$ cat src/rtl/pipe_stage_skid_reg.sv
// Inter-stage pipeline register with a valid/ready handshake, an optional
// skid entry for registered back-pressure, and a control field that is
// zeroed on flush. Priority each cycle: rst > flush > freeze > normal.
module pipe_stage_skid_reg #(
    parameter int DATA_W = 128,
    parameter int CTRL_W = 8,
    parameter int SKID   = 1
) (
    input  logic              clk,
    input  logic              rst,
    input  logic              flush,
    input  logic              freeze,
    input  logic              in_valid,
    output logic              in_ready,
    input  logic [DATA_W-1:0] in_data,
    input  logic [CTRL_W-1:0] in_ctrl,
    output logic              out_valid,
    input  logic              out_ready,
    output logic [DATA_W-1:0] out_data,
    output logic [CTRL_W-1:0] out_ctrl,
    output logic [1:0]        occupancy
);

    logic              h_valid_q, h_valid_d;
    logic [DATA_W-1:0] h_data_q,  h_data_d;
    logic [CTRL_W-1:0] h_ctrl_q,  h_ctrl_d;
    logic              s_valid_q, s_valid_d;
    logic [DATA_W-1:0] s_data_q,  s_data_d;
    logic [CTRL_W-1:0] s_ctrl_q,  s_ctrl_d;
    logic              accept, drain;

    // Handshake outputs; with a skid entry in_ready depends on registers only.
    always_comb begin
        if (SKID != 0) in_ready = !s_valid_q && !freeze;
        else           in_ready = (!h_valid_q || out_ready) && !freeze;
        out_valid = h_valid_q && !freeze;
        out_ctrl  = h_valid_q ? h_ctrl_q : '0;
        out_data  = h_data_q;
        occupancy = {1'b0, h_valid_q} + {1'b0, s_valid_q};
        accept    = in_valid && in_ready;
        drain     = out_valid && out_ready;
    end

    // Next-state for head/skid entries; flush clears valid and ctrl but keeps data.
    always_comb begin
        h_valid_d = h_valid_q;
        h_data_d  = h_data_q;
        h_ctrl_d  = h_ctrl_q;
        s_valid_d = s_valid_q;
        s_data_d  = s_data_q;
        s_ctrl_d  = s_ctrl_q;
        if (flush) begin
            h_valid_d = 1'b0;
            h_ctrl_d  = '0;
            s_valid_d = 1'b0;
            s_ctrl_d  = '0;
        end else if (!freeze) begin
            if (SKID != 0) begin
                if (drain && s_valid_q) begin
                    // in_ready is low while skid is full, so no accept here
                    h_valid_d = 1'b1;
                    h_data_d  = s_data_q;
                    h_ctrl_d  = s_ctrl_q;
                    s_valid_d = 1'b0;
                end else if (drain) begin
                    if (accept) begin
                        h_data_d = in_data;
                        h_ctrl_d = in_ctrl;
                    end else begin
                        h_valid_d = 1'b0;
                    end
                end else if (h_valid_q && accept) begin
                    s_valid_d = 1'b1;
                    s_data_d  = in_data;
                    s_ctrl_d  = in_ctrl;
                end else if (accept) begin
                    h_valid_d = 1'b1;
                    h_data_d  = in_data;
                    h_ctrl_d  = in_ctrl;
                end
            end else begin
                if (accept) begin
                    h_valid_d = 1'b1;
                    h_data_d  = in_data;
                    h_ctrl_d  = in_ctrl;
                end else if (drain) begin
                    h_valid_d = 1'b0;
                end
            end
        end
    end

    // State registers with synchronous reset clearing everything.
    always_ff @(posedge clk) begin
        if (rst) begin
            h_valid_q <= 1'b0;
            h_data_q  <= '0;
            h_ctrl_q  <= '0;
            s_valid_q <= 1'b0;
            s_data_q  <= '0;
            s_ctrl_q  <= '0;
        end else begin
            h_valid_q <= h_valid_d;
            h_data_q  <= h_data_d;
            h_ctrl_q  <= h_ctrl_d;
            s_valid_q <= s_valid_d;
            s_data_q  <= s_data_d;
            s_ctrl_q  <= s_ctrl_d;
        end
    end

endmodule

$ cat config.mk
export PLATFORM = sky130hd
export DESIGN_NAME = pipe_stage_skid_reg
export DESIGN_NICKNAME = d
export VERILOG_FILES = /design/src/rtl/pipe_stage_skid_reg.sv
export SDC_FILE = /design/constraint.sdc
export NUM_CORES = 1
export LEC_CHECK = 0
export ABC_AREA = 1
export CAP_MARGIN = 10
export CORE_MARGIN = 2
export CORE_UTILIZATION = 25
export CTS_CLUSTER_SIZE = 25
export DETAILED_ROUTE_END_ITERATION = 8
export GPL_TIMING_DRIVEN = 0
export HOLD_SLACK_MARGIN = 0.03
export SLEW_MARGIN = 25
export SYNTH_ARGS = -nofsm -noshare
export SYNTH_HDL_FRONTEND = slang
export SYNTH_SLANG_ARGS = --single-unit
export TNS_END_PERCENT = 20
$ cat constraint.sdc
create_clock -name clk -period 2.7 [get_ports clk]
set_clock_uncertainty 0.2 [all_clocks]
set_input_delay 0.27 -clock clk [delete_from_list [all_inputs] [get_ports clk]]
set_output_delay 0.27 -clock clk [all_outputs]
set_load 0.02 [all_outputs]
# After elaboration in Yosys (flattened, before gate mapping)
# Cells that the tools add are included.
[classes] addsub=1 n_mux=17 n_reduce_logical=17 n_eq_ne=3 n_bitwise=4
[ops] operator="2-to-1 mux 128 bit" count=4
[ops] operator="2-to-1 mux 8 bit" count=5
[ops] operator="2-to-1 mux 1 bit" count=8
[ops] operator="AND reduction 4 bit" count=2
[ops] operator="logical AND 1 bit" count=6
[ops] operator="AND reduction 3 bit" count=2
[ops] operator="AND reduction 5 bit" count=1
[ops] operator="NOT 1 bit" count=4
[ops] operator="inequality test 3 x 2 -> 1 bit, second input constant" count=1
[ops] operator="inequality test 3 bit, second input constant" count=1
[ops] operator="nonzero test 3 bit" count=1
[ops] operator="adder 1 x 1 -> 2 bit" count=1
[ops] operator="logical NOT 1 bit" count=2
[ops] operator="inequality test 2 x 1 -> 1 bit, second input constant" count=1
[ops] operator="AND reduction 2 bit" count=1
[ops] operator="nonzero test 2 bit" count=1
[ops] operator="OR reduction 2 bit" count=1
[totals] ff_bits=274 elab_cells=48

# Depth between registers and ports, before layout
# Gate-level depths: netlist of run 1.
[logic_depth] word_depth=7 depth_mapped=10 mapped_depth_nobuf=8

# Worst setup path after synthesis of run 1
# OpenSTA, ideal clock, no wires.
[synth_timing] path_type="register to register" startpoint="register h_valid_q" endpoint="register h_data_q[10] (netlist: out_data[10])" setup_slack_ns=1.022 required_ns=2.387 arrival_ns=1.365 path_stages_with_launch=8 period_less_slack_ns=1.678 cell_sequence="dfxtp_1 -> nand4_2 -> nand2_2 -> nand3_2 -> buf_2 -> buf_2 -> nor2_1 -> nor2_1"
[synth_between] elab_chain_len=5 elab_cells_between_ends=8
[synth_rtl] item="from (decl)" line="24" source="logic h_valid_q, h_valid_d;"
[synth_rtl] item="from (signal assigned)" line="103" source="h_valid_q <= h_valid_d;"
[synth_rtl] item="logical AND 1 bit" line="36" source="out_valid = h_valid_q && !freeze;"
[synth_rtl] item="logical AND 1 bit" line="41" source="drain = out_valid && out_ready;"
[synth_rtl] item="logical AND 1 bit" line="59" source="if (drain && s_valid_q) begin"
[synth_rtl] item="inequality test 3 bit (no source line)"
[synth_rtl] item="AND reduction 3 bit (no source line)"
[synth_rtl] item="to (signal assigned)" line="104" source="h_data_q <= h_data_d;"
[synth_rtl] item="to (decl)" line="25" source="logic [DATA_W-1:0] h_data_q, h_data_d;"
# Parallel ways exist; a longest one is shown, timed or not.
# A chain may end at the register's enable or synchronous reset.

# Final worst setup path of run 1
[layout_timing] startpoint="register s_valid_q" endpoint="register s_data_q[66]"
[layout_between] elab_chain_len=5 elab_cells_between_ends=7
[layout_rtl] item="from (decl)" line="27" source="logic s_valid_q, s_valid_d;"
[layout_rtl] item="from (signal assigned)" line="106" source="s_valid_q <= s_valid_d;"
[layout_rtl] item="logical NOT 1 bit" line="34" source="if (SKID != 0) in_ready = !s_valid_q && !freeze;"
[layout_rtl] item="logical AND 1 bit" line="34"
[layout_rtl] item="logical AND 1 bit" line="40" source="accept = in_valid && in_ready;"
[layout_rtl] item="logical AND 1 bit" line="72" source="end else if (h_valid_q && accept) begin"
[layout_rtl] item="AND reduction 5 bit (no source line) *"
[layout_rtl] item="to (signal assigned)" line="107" source="s_data_q <= s_data_d;"
[layout_rtl] item="to (decl)" line="28" source="logic [DATA_W-1:0] s_data_q, s_data_d;"
# Mark *: on every way between the ends. The rest lies on a longest branch, timed or not.

==> flow_summary.json, run 1 <==
{
  "core_sq_um": 49970,
  "grt_pass1_wl_um": 63460,
  "relSlewSlack_pct": 41.13,
  "numPortBuffers": 281,
  "cts_setup_buffers": 0,
  "drt.antenna.violating_nets": 0,
  "worstSkewPairLatency_ns": 0.53,
  "die_h_um": 228.3,
  "whs_ns": 0.1339,
  "wire_per_inst_um": 13.03,
  "p_per_area_nw_per_um2": 565.2,
  "maxCapViolations": 0,
  "firstDrtPassIters": 5,
  "syn-cell-area_sq_um": 12580,
  "rsz0062_at_grt": "false",
  "synth.largest_area_cell": "dfxtp_1",
  "critical_path_class": "reg2reg",
  "comb_power_share_pct": 11.9,
  "drt-total-wl_um": 39920,
  "crit_fanout": 11,
  "grt_pass1_vias": 12100,
  "ys.flop_type": "dfxtp_1",
  "synth_seq_area_share_pct": 43.60,
  "p_sw_share_pct": 25.47,
  "cp.arrival_ns": 2.78,
  "post_cts_resize_count": 0,
  "p_leak_nw": 8.074,
  "netlist.area_leader.share_pct": 43.60,
  "slowest_delay_ns": 0.49,
  "outcome": "finished, final reports clean",
  "cp.required_ns": 2.93,
  "slowest_stage": "buf_2",
  "final_layout_size_suffix_gt1_share_pct": 5.442,
  "setup_violations": 0,
  "ys_types": 18,
  "p_int_w": 0.007286,
  "peakVddDrop_mv": 0.3159,
  "viasPerCell": 4.070,
  "fp.dieArea_sq_um": 52130,
  "hold_violations": 0,
  "clk_pin_slew_ns": 0.06,
  "critical_path.most_common_cell": "nand2_1",
  "dp_hpwl_um": 29340,
  "clkSinkCount": 274,
  "critPathCaptureType": "flip-flop",
  "p_switching_w": 0.002490,
  "cts_made_buffers": 34,
  "grt-ovfl-total": 0,
  "pwr-share-seq_pct": 43.3,
  "fillers": 5379,
  "synth_cells": 2050,
  "place.gp.congestion": 0.8220,
  "ys_ff_latch": 274,
  "synth_most_common_cell": "nand2_1",
  "worstHoldPathType": "in2reg",
  "worstMarginPinSlew_ns": 0.8831,
  "synth-async-reset-ratio_pct": 0,
  "cts_tree": "built",
  "cts_root_buf": "clkbuf_16",
  "num-nets-final": 2510,
  "post_synth_most_frequent_cells": "nand2_1 (686), nor2_1 (541), dfxtp_1 (274), inv_1 (274), o21ai_0 (140)",
  "initial_core_util_pct": 25.18,
  "final.setup.tns_ns": 0,
  "report.final.slew_viol_count": 0,
  "min_period_ns": 2.548,
  "htree_num_levels": 2,
  "route.detailed.drc": 0,
  "worst_setup_path_start_kind": "flip-flop",
  "synth_edf_count": 0,
  "cts_buffer_depth": 3,
  "fmax_ghz": 0.3925,
  "syn-num-nets": 2193,
  "yosysWarnings": 0,
  "dr_total_vias": 12470,
  "antenna_found_initial": 7,
  "area_growth_pct": 37.47,
  "syn_area_per_cell_sq_um": 6.137,
  "num_rows": 82,
  "path_cells": "inv_2, nand2_1, nor2_1, nand3_2, nor2_2, buf_2, buf_2, nand2_1, nand2_1, nor2_1",
  "holdBufCountCts": 0,
  "die_x_um": 228.3,
  "ios": 282,
  "track_usage_pct": 15.23,
  "synth_area_leaders": "dfxtp_1 (44%), nand2_1 (20%), nor2_1 (16%)",
  "drt-initial-drc-count": 596,
  "pwr-share-clk_pct": 44.8,
  "fin_crit_sh_pct": 94.36,
  "grt_max_degree": 13
}
[critical path, delay by kind of cell, from the launching register on]
kind | cells | cell delay, ns
buffers and inverters | 3 | 0.89
DFF | 1 | 0.35
and+or+nand+nor | 7 | 0.99
[flip-flops by register name, summed over array words and instances, names as in the netlist]
register and count:
h_valid_q 1, s_ctrl_q 8, out_data 128, h_ctrl_q 8, s_valid_q 1, s_data_q 128
[final timing paths]
kind              depth (start not counted)        start           end  slack, ns
setup / recovery                         10    s_valid_q  s_data_q[66]       0.15
hold / removal                            3   in_ctrl[6]   s_ctrl_q[6]       0.13
setup reg to reg                         10    s_valid_q  s_data_q[66]       0.15
hold reg to reg                           2  s_ctrl_q[6]   s_ctrl_q[6]       0.27
[power by group through the flow]
stage               Combinational (W)  Clock (W)  Sequential, W
global route                  0.00130    0.00467        0.00425
CTS                           0.00118    0.00454        0.00424
floorplan                    0.000476          0        0.00444
finish                        0.00116    0.00438        0.00424
global placement              0.00117          0        0.00432
detailed placement            0.00117          0        0.00432
[per-layer routing]
metal	global-route usage [%]	part of all wire, %	vias to the layer above
met5	0	0.13	-
met4	5.984	2.9	8
met3	3.368	5.2	60
met2	25.25	45	255
met1	19.22	47	5525
li1	-	-	6623
[layout make-up]
cell class | instances | area (sq um) | share of cell area [%]
multi-input combinational | 1383 | 5414 | 31.30
timing repair buffer | 281 | 2813 | 16.26
tap | 672 | 840.8 | 4.861
inverter | 276 | 1036 | 5.990
clock buffer | 51 | 1006 | 5.816
antenna | 3 | 7.507 | 0.04341
clock inverter | 7 | 45.04 | 0.2604
buffer | 117 | 648.1 | 3.747
sequential | 274 | 5485 | 31.72
[cell families after synthesis]
group	count (synthesis)	share of synthesized area, %
simple gates	1234	37.05
buf+inv	393	13.37
flops	274	43.60
compound gates	148	5.888
fa+ha+maj	1	0.09944
[layout by cell type, fill, tap and decap left out, drive strengths merged]
cell type,count
o21ai,140
clkbuf,92
nand3,4
clkinvlp,1
clkinv,4
inv,278
a21oi,8
buf,76
dfxtp,274
diode,3
nor2,542
nand4,1
ha,1
clkdlybuf4s50,281
nand2,687
[per-stage QoR]
stage / setup slack [ns] / util, % / power (W) / cell area [sq um] / cells
floorplan: 1.022 / - / 0.004913 / 12580 / 2050
global placement: -0.2588 / 32.49 / 0.005486 / 16230 / 3003
detailed placement: -0.2024 / 32.49 / 0.005495 / 16240 / 3003
CTS: 0.07087 / 34.60 / 0.009955 / 17290 / 3061
global route: 0.03266 / 34.61 / 0.01021 / 17290 / 3063
finish: 0.1522 / 34.61 / 0.009776 / 17300 / 3064
No activity file was read; power rests on OpenSTA's default activity.
==> inputs of run 2 (changes only) <==
--- a/config.mk
+++ b/config.mk
@@ -8,12 +8,12 @@
 export ABC_AREA = 1
 export CAP_MARGIN = 10
 export CORE_MARGIN = 2
-export CORE_UTILIZATION = 25
+export CORE_UTILIZATION = 40
 export CTS_CLUSTER_SIZE = 25
 export DETAILED_ROUTE_END_ITERATION = 8
 export GPL_TIMING_DRIVEN = 0
 export HOLD_SLACK_MARGIN = 0.03
-export SLEW_MARGIN = 25
+export PLACE_DENSITY = 0.66
 export SYNTH_ARGS = -nofsm -noshare
 export SYNTH_HDL_FRONTEND = slang
 export SYNTH_SLANG_ARGS = --single-unit
==> run 2 against run 1 <==
  * Critical path depth is 6 lower
  * Largest cell class unchanged
  * Largest power group unchanged
  * Non-clock buffer count stayed put
  * Final area is 1.8% lower
  * Critical endpoint is now out_valid
  * Global-route usage is 6.4 points higher
==> flow_summary.json, run 2 (synthesis gave the netlist of run 1 again) <==
{
  "maxCapViolations": 0,
  "r2r-start": "s_valid_q",
  "worst_setup_path_start_kind": "flip-flop",
  "p_per_area_nw_per_um2": 574.8,
  "crit_fanout": 10,
  "report.final.slew_viol_count": 0,
  "drt-initial-drc-count": 784,
  "clkSinkCount": 274,
  "antenna_found_initial": 6,
  "setup_slack_ns": 0.2312,
  "core_sq_um": 30750,
  "drt-total-wl_um": 36240,
  "ios": 282,
  "final_area_sq_um": 16980,
  "p_switching_w": 0.002407,
  "cts_made_buffers": 31,
  "viasPerCell": 4.491,
  "place.gp.congestion": 0.8445,
  "grt_pass1_wl_um": 58370,
  "setup_violations": 0,
  "r2r_cells": 10,
  "fp.dieArea_sq_um": 32890,
  "hold_violations": 0,
  "worstMarginPinSlew_ns": 0.8514,
  "die_h_um": 181.3,
  "num_rows": 64,
  "drt.antenna.violating_nets": 0,
  "fillers": 3085,
  "total_power_w": 0.009759,
  "grt_pass1_vias": 11570,
  "comb_power_share_pct": 11.9,
  "outcome": "finished, final reports clean",
  "pwr-share-seq_pct": 43.4,
  "final_common_cell": "nand2_1",
  "min_period_ns": 2.469,
  "cts_buffer_depth": 3,
  "area_growth_pct": 34.96,
  "route.detailed.drc": 0,
  "firstDrtPassIters": 5,
  "holdBufCountCts": 0,
  "dr_total_vias": 12530,
  "fmax_ghz": 0.4051,
  "critPathCaptureType": "output port",
  "hold_path_end": "s_ctrl_q[6]",
  "cts_root_buf": "clkbuf_16",
  "critical_path_class": "reg2out",
  "hold_path_depth": 3,
  "rsz0062_at_grt": "false",
  "final_layout_size_suffix_gt1_share_pct": 5.651,
  "cts_tree": "built",
  "pwr-share-clk_pct": 44.8,
  "worstHoldPathType": "in2reg",
  "cp.arrival_ns": 2.00,
  "initial_core_util_pct": 40.91,
  "p_int_w": 0.007352,
  "grt-ovfl-total": 0,
  "relSlewSlack_pct": 43.24,
  "p_leak_nw": 8.091,
  "placed_cell_area_sq_um": 15890,
  "peakVddDrop_mv": 0.4696,
  "numPortBuffers": 281,
  "hold_path_startpoint": "in_ctrl[6]",
  "layout_common_cells": "nand2_1 (686), nor2_1 (541), clkdlybuf4s50_1 (281), inv_1 (274), dfxtp_1 (274)",
  "dp_hpwl_um": 26070,
  "track_usage_pct": 21.60,
  "r2r_setup_slack_ns": 0.40,
  "die_x_um": 181.3,
  "p_sw_share_pct": 24.66,
  "clk_pin_slew_ns": 0.06,
  "htree_num_levels": 1,
  "worstSkewPairLatency_ns": 0.56,
  "wire_per_inst_um": 12.99,
  "num-nets-final": 2507,
  "utilization_pct": 55.22,
  "fin_crit_sh_pct": 91.44,
  "cp.required_ns": 2.23,
  "r2r_end": "s_data_q[80]",
  "pre_cts_slack_ns": -0.001644,
  "whs_ns": 0.1386,
  "grt_max_degree": 16
}
## run 2: power by group through the flow
stage          clock [W]  sequential, W  combinational, W
6_report         0.00437        0.00423           0.00116
4_1_cts          0.00446        0.00423           0.00117
3_5_place_dp           0        0.00432           0.00116
3_3_place_gp           0        0.00432           0.00115
2_1_floorplan          0        0.00444          0.000476
5_1_grt          0.00464        0.00424           0.00128
## run 2: worst max-delay path, stage by stage (launching register included)
cell and delay, ns:
dfxtp_1 0.44, clkbuf_2 0.25, inv_1 0.06, nor2_1 0.08
clkdlybuf4s50_1 0.60
## run 2: worst max-delay path by stage
stage / slack [ns] / cells after the start / to / start
floorplan: 1.02 / 7 / out_data[10] / h_valid_q
global placement: 0.04 / 11 / s_data_q[80] / freeze
detailed placement: -0.002 / 11 / s_data_q[80] / freeze
CTS: 0.06 / 4 / out_ctrl[0] / h_valid_q
global route: 0.11 / 4 / out_ctrl[6] / h_valid_q
finish: 0.23 / 4 / out_valid / h_valid_q
## run 2: through the flow
stage	setup TNS, ns	instances
floorplan	0	2050
global route	0	2787
detailed placement	-0.001644	2727
CTS	0	2785
finish	0	2789
global placement	0	2727
## run 2: what timing repair did
action | in CTS | in global routing
setup endpoints to repair | 0 | 8
hold endpoints to repair | 0 | 0
buffers inserted | 0 | 0
gates resized for setup | 0 | 2
## run 2: cell type report
cell class,count,area [sq um],share of cell area [%]
Clock inverter,15,167.7,0.9875
Antenna cell,4,10.01,0.05895
Multi-Input combinational cell,1383,5414,31.89
Inverter,276,1036,6.102
Timing Repair Buffer,281,2813,16.57
Clock buffer,43,910.9,5.365
Sequential cell,274,5485,32.31
Buffer,117,646.9,3.810
Tap cell,396,495.5,2.918
## run 2: routing by layer
layer / global-route usage (%) / up-vias / part of all wire [%]
met5: 0 / - / 0.066
met4: 7.480 / 4 / 2.9
met3: 4.273 / 64 / 6.4
met2: 34.88 / 329 / 44
met1: 28.77 / 5532 / 46
li1: - / 6597 / -
==> inputs of run 3 (changes only) <==
--- a/config.mk
+++ b/config.mk
@@ -13,6 +13,7 @@
 export DETAILED_ROUTE_END_ITERATION = 8
 export GPL_TIMING_DRIVEN = 0
 export HOLD_SLACK_MARGIN = 0.03
+export MAX_ROUTING_LAYER = met4
 export PLACE_DENSITY = 0.66
 export SYNTH_ARGS = -nofsm -noshare
 export SYNTH_HDL_FRONTEND = slang
==> run 3 against run 2 <==
  * Die area unchanged
  * Count of clock-buffer cells in the layout up 6
  * Sequential share of layout area grew 0.064 points
  * Setup slack got worse by 0.014 ns
  * Worst hold slack got worse by 0.015 ns
  * Critical path type unchanged
  * Critical path depth did not move
  * Clock power is 2% lower
  * Sequential cell count unchanged
  * Sequential power about the same
  * Non-clock buffer count unchanged
==> flow_summary.json, run 3 (synthesis gave the netlist of run 1 again) <==
{
  "outcome": "finished, final reports clean",
  "initial_core_util_pct": 40.91,
  "p_leak_nw": 8.074,
  "num_rows": 64,
  "maxCapViolations": 0,
  "final_common_cell": "nand2_1",
  "relSlewSlack_pct": 41.84,
  "worst_setup_path_start_kind": "flip-flop",
  "clkSinkCount": 274,
  "cts_tree": "built",
  "whs_ns": 0.1239,
  "num-nets-final": 2507,
  "cts_buffer_depth": 3,
  "fmax_ghz": 0.4028,
  "critPathCaptureType": "output port",
  "htree_num_levels": 1,
  "grt_pass1_vias": 11680,
  "die_h_um": 181.3,
  "clk_pin_slew_ns": 0.06,
  "worstMarginPinSlew_ns": 0.8724,
  "antenna_found_initial": 3,
  "post_cts_resize_count": 0,
  "hold_violations": 0,
  "core_sq_um": 30750,
  "dr_total_vias": 12480,
  "setup_slack_ns": 0.2174,
  "worstSkewPairLatency_ns": 0.56,
  "worstHoldPathType": "in2reg",
  "numPortBuffers": 281,
  "area_growth_pct": 34.69,
  "fin_crit_sh_pct": 91.95,
  "cp.arrival_ns": 2.01,
  "place.gp.congestion": 0.8578,
  "p_per_area_nw_per_um2": 572.1,
  "drt-total-wl_um": 36450,
  "layout_common_cells": "nand2_1 (686), nor2_1 (541), clkdlybuf4s50_1 (281), inv_1 (274), dfxtp_1 (274)",
  "pre_cts_slack_ns": -0.03645,
  "setup_violations": 0,
  "cts_setup_buffers": 0,
  "cp.required_ns": 2.23,
  "wire_per_inst_um": 13.09,
  "r2r-start": "s_valid_q",
  "rsz0062_at_grt": "false",
  "placed_cell_area_sq_um": 15890,
  "fp.dieArea_sq_um": 32890,
  "final.setup.tns_ns": 0,
  "viasPerCell": 4.479,
  "drt-initial-drc-count": 716,
  "cts_root_buf": "clkbuf_16",
  "peakVddDrop_mv": 0.3908,
  "final_layout_size_suffix_gt1_share_pct": 5.407,
  "min_period_ns": 2.483,
  "critical_path_class": "reg2out",
  "die_x_um": 181.3,
  "report.final.slew_viol_count": 0,
  "holdBufCountCts": 0,
  "crit_fanout": 10,
  "firstDrtPassIters": 5,
  "track_usage_pct": 22.52,
  "grt_pass1_wl_um": 58970,
  "grt-ovfl-total": 0,
  "dp_hpwl_um": 26130,
  "drt.antenna.violating_nets": 0,
  "grt_max_degree": 16,
  "route.detailed.drc": 0,
  "final_area_sq_um": 16950,
  "ios": 282,
  "startpoint": "h_valid_q",
  "cts_made_buffers": 31,
  "hold_path_startpoint": "in_ctrl[6]"
}
[run 3: changes by cell type in the layout (fill, tap and decap cells not counted)]
| cell | before | now |
|---|---|---|
| clkinv_2 | 7 | 3 |
| clkinv_4 | 3 | 0 |
| clkbuf_1 | 43 | 46 |
| clkbuf_8 | 9 | 12 |
| diode_2 | 4 | 3 |
| clkinvlp_4 | 1 | 0 |
| bufinv_16 | 3 | 2 |
[run 3: worst max-delay path, stage by stage (launching register included)]
cell	delay (ns)
dfxtp_1	0.45
clkbuf_2	0.26
inv_1	0.06
nor2_1	0.08
clkdlybuf4s50_1	0.60
[run 3: per-layer routing]
layer	GRT usage, %	vias up	wire length (um)
li1	-	6600	-
met1	29.17	5510	17180
met2	35.82	305	16080
met3	3.830	60	2140
met4	7.187	0	1041
met5	-	-	0
[run 3: stage by stage]
stage / instances / util, % / total power [W]
2_1_floorplan: 2050 / - / 0.004913
6_report: 2785 / 55.11 / 0.009694
3_3_place_gp: 2727 / 51.67 / 0.005469
4_1_cts: 2782 / 55.08 / 0.009784
3_5_place_dp: 2727 / 51.67 / 0.005479
5_1_grt: 2785 / 55.11 / 0.01008
[run 3: final cells by class]
cell class	instances	area [sq um]
clock inverter	6	83.83
tap	396	495.5
clock buffer	49	963.4
buffer	117	646.9
fill	3149	13800
antenna	3	7.507
inverter	276	1036
multi-input combinational	1383	5414
sequential	274	5485
timing repair buffer	281	2813
[run 3: power by group]
| part | internal [W] | total (W) | leakage [nW] | switching [W] |
|---|---|---|---|---|
| clock network | 0.00261 | 0.00430 | 0.520 | 0.00169 |
| logic | 0.000545 | 0.00116 | 5.33 | 0.000615 |
| registers | 0.00417 | 0.00423 | 2.22 | 0.0000638 |
[run 3: worst paths after layout]
| kind | to | depth (start not counted) | slack, ns |
|---|---|---|---|
| min reg2reg | s_ctrl_q[6] | 2 | 0.27 |
| min | s_ctrl_q[6] | 3 | 0.12 |
| max | out_valid | 4 | 0.22 |
| max reg2reg | s_data_q[64] | 10 | 0.29 |
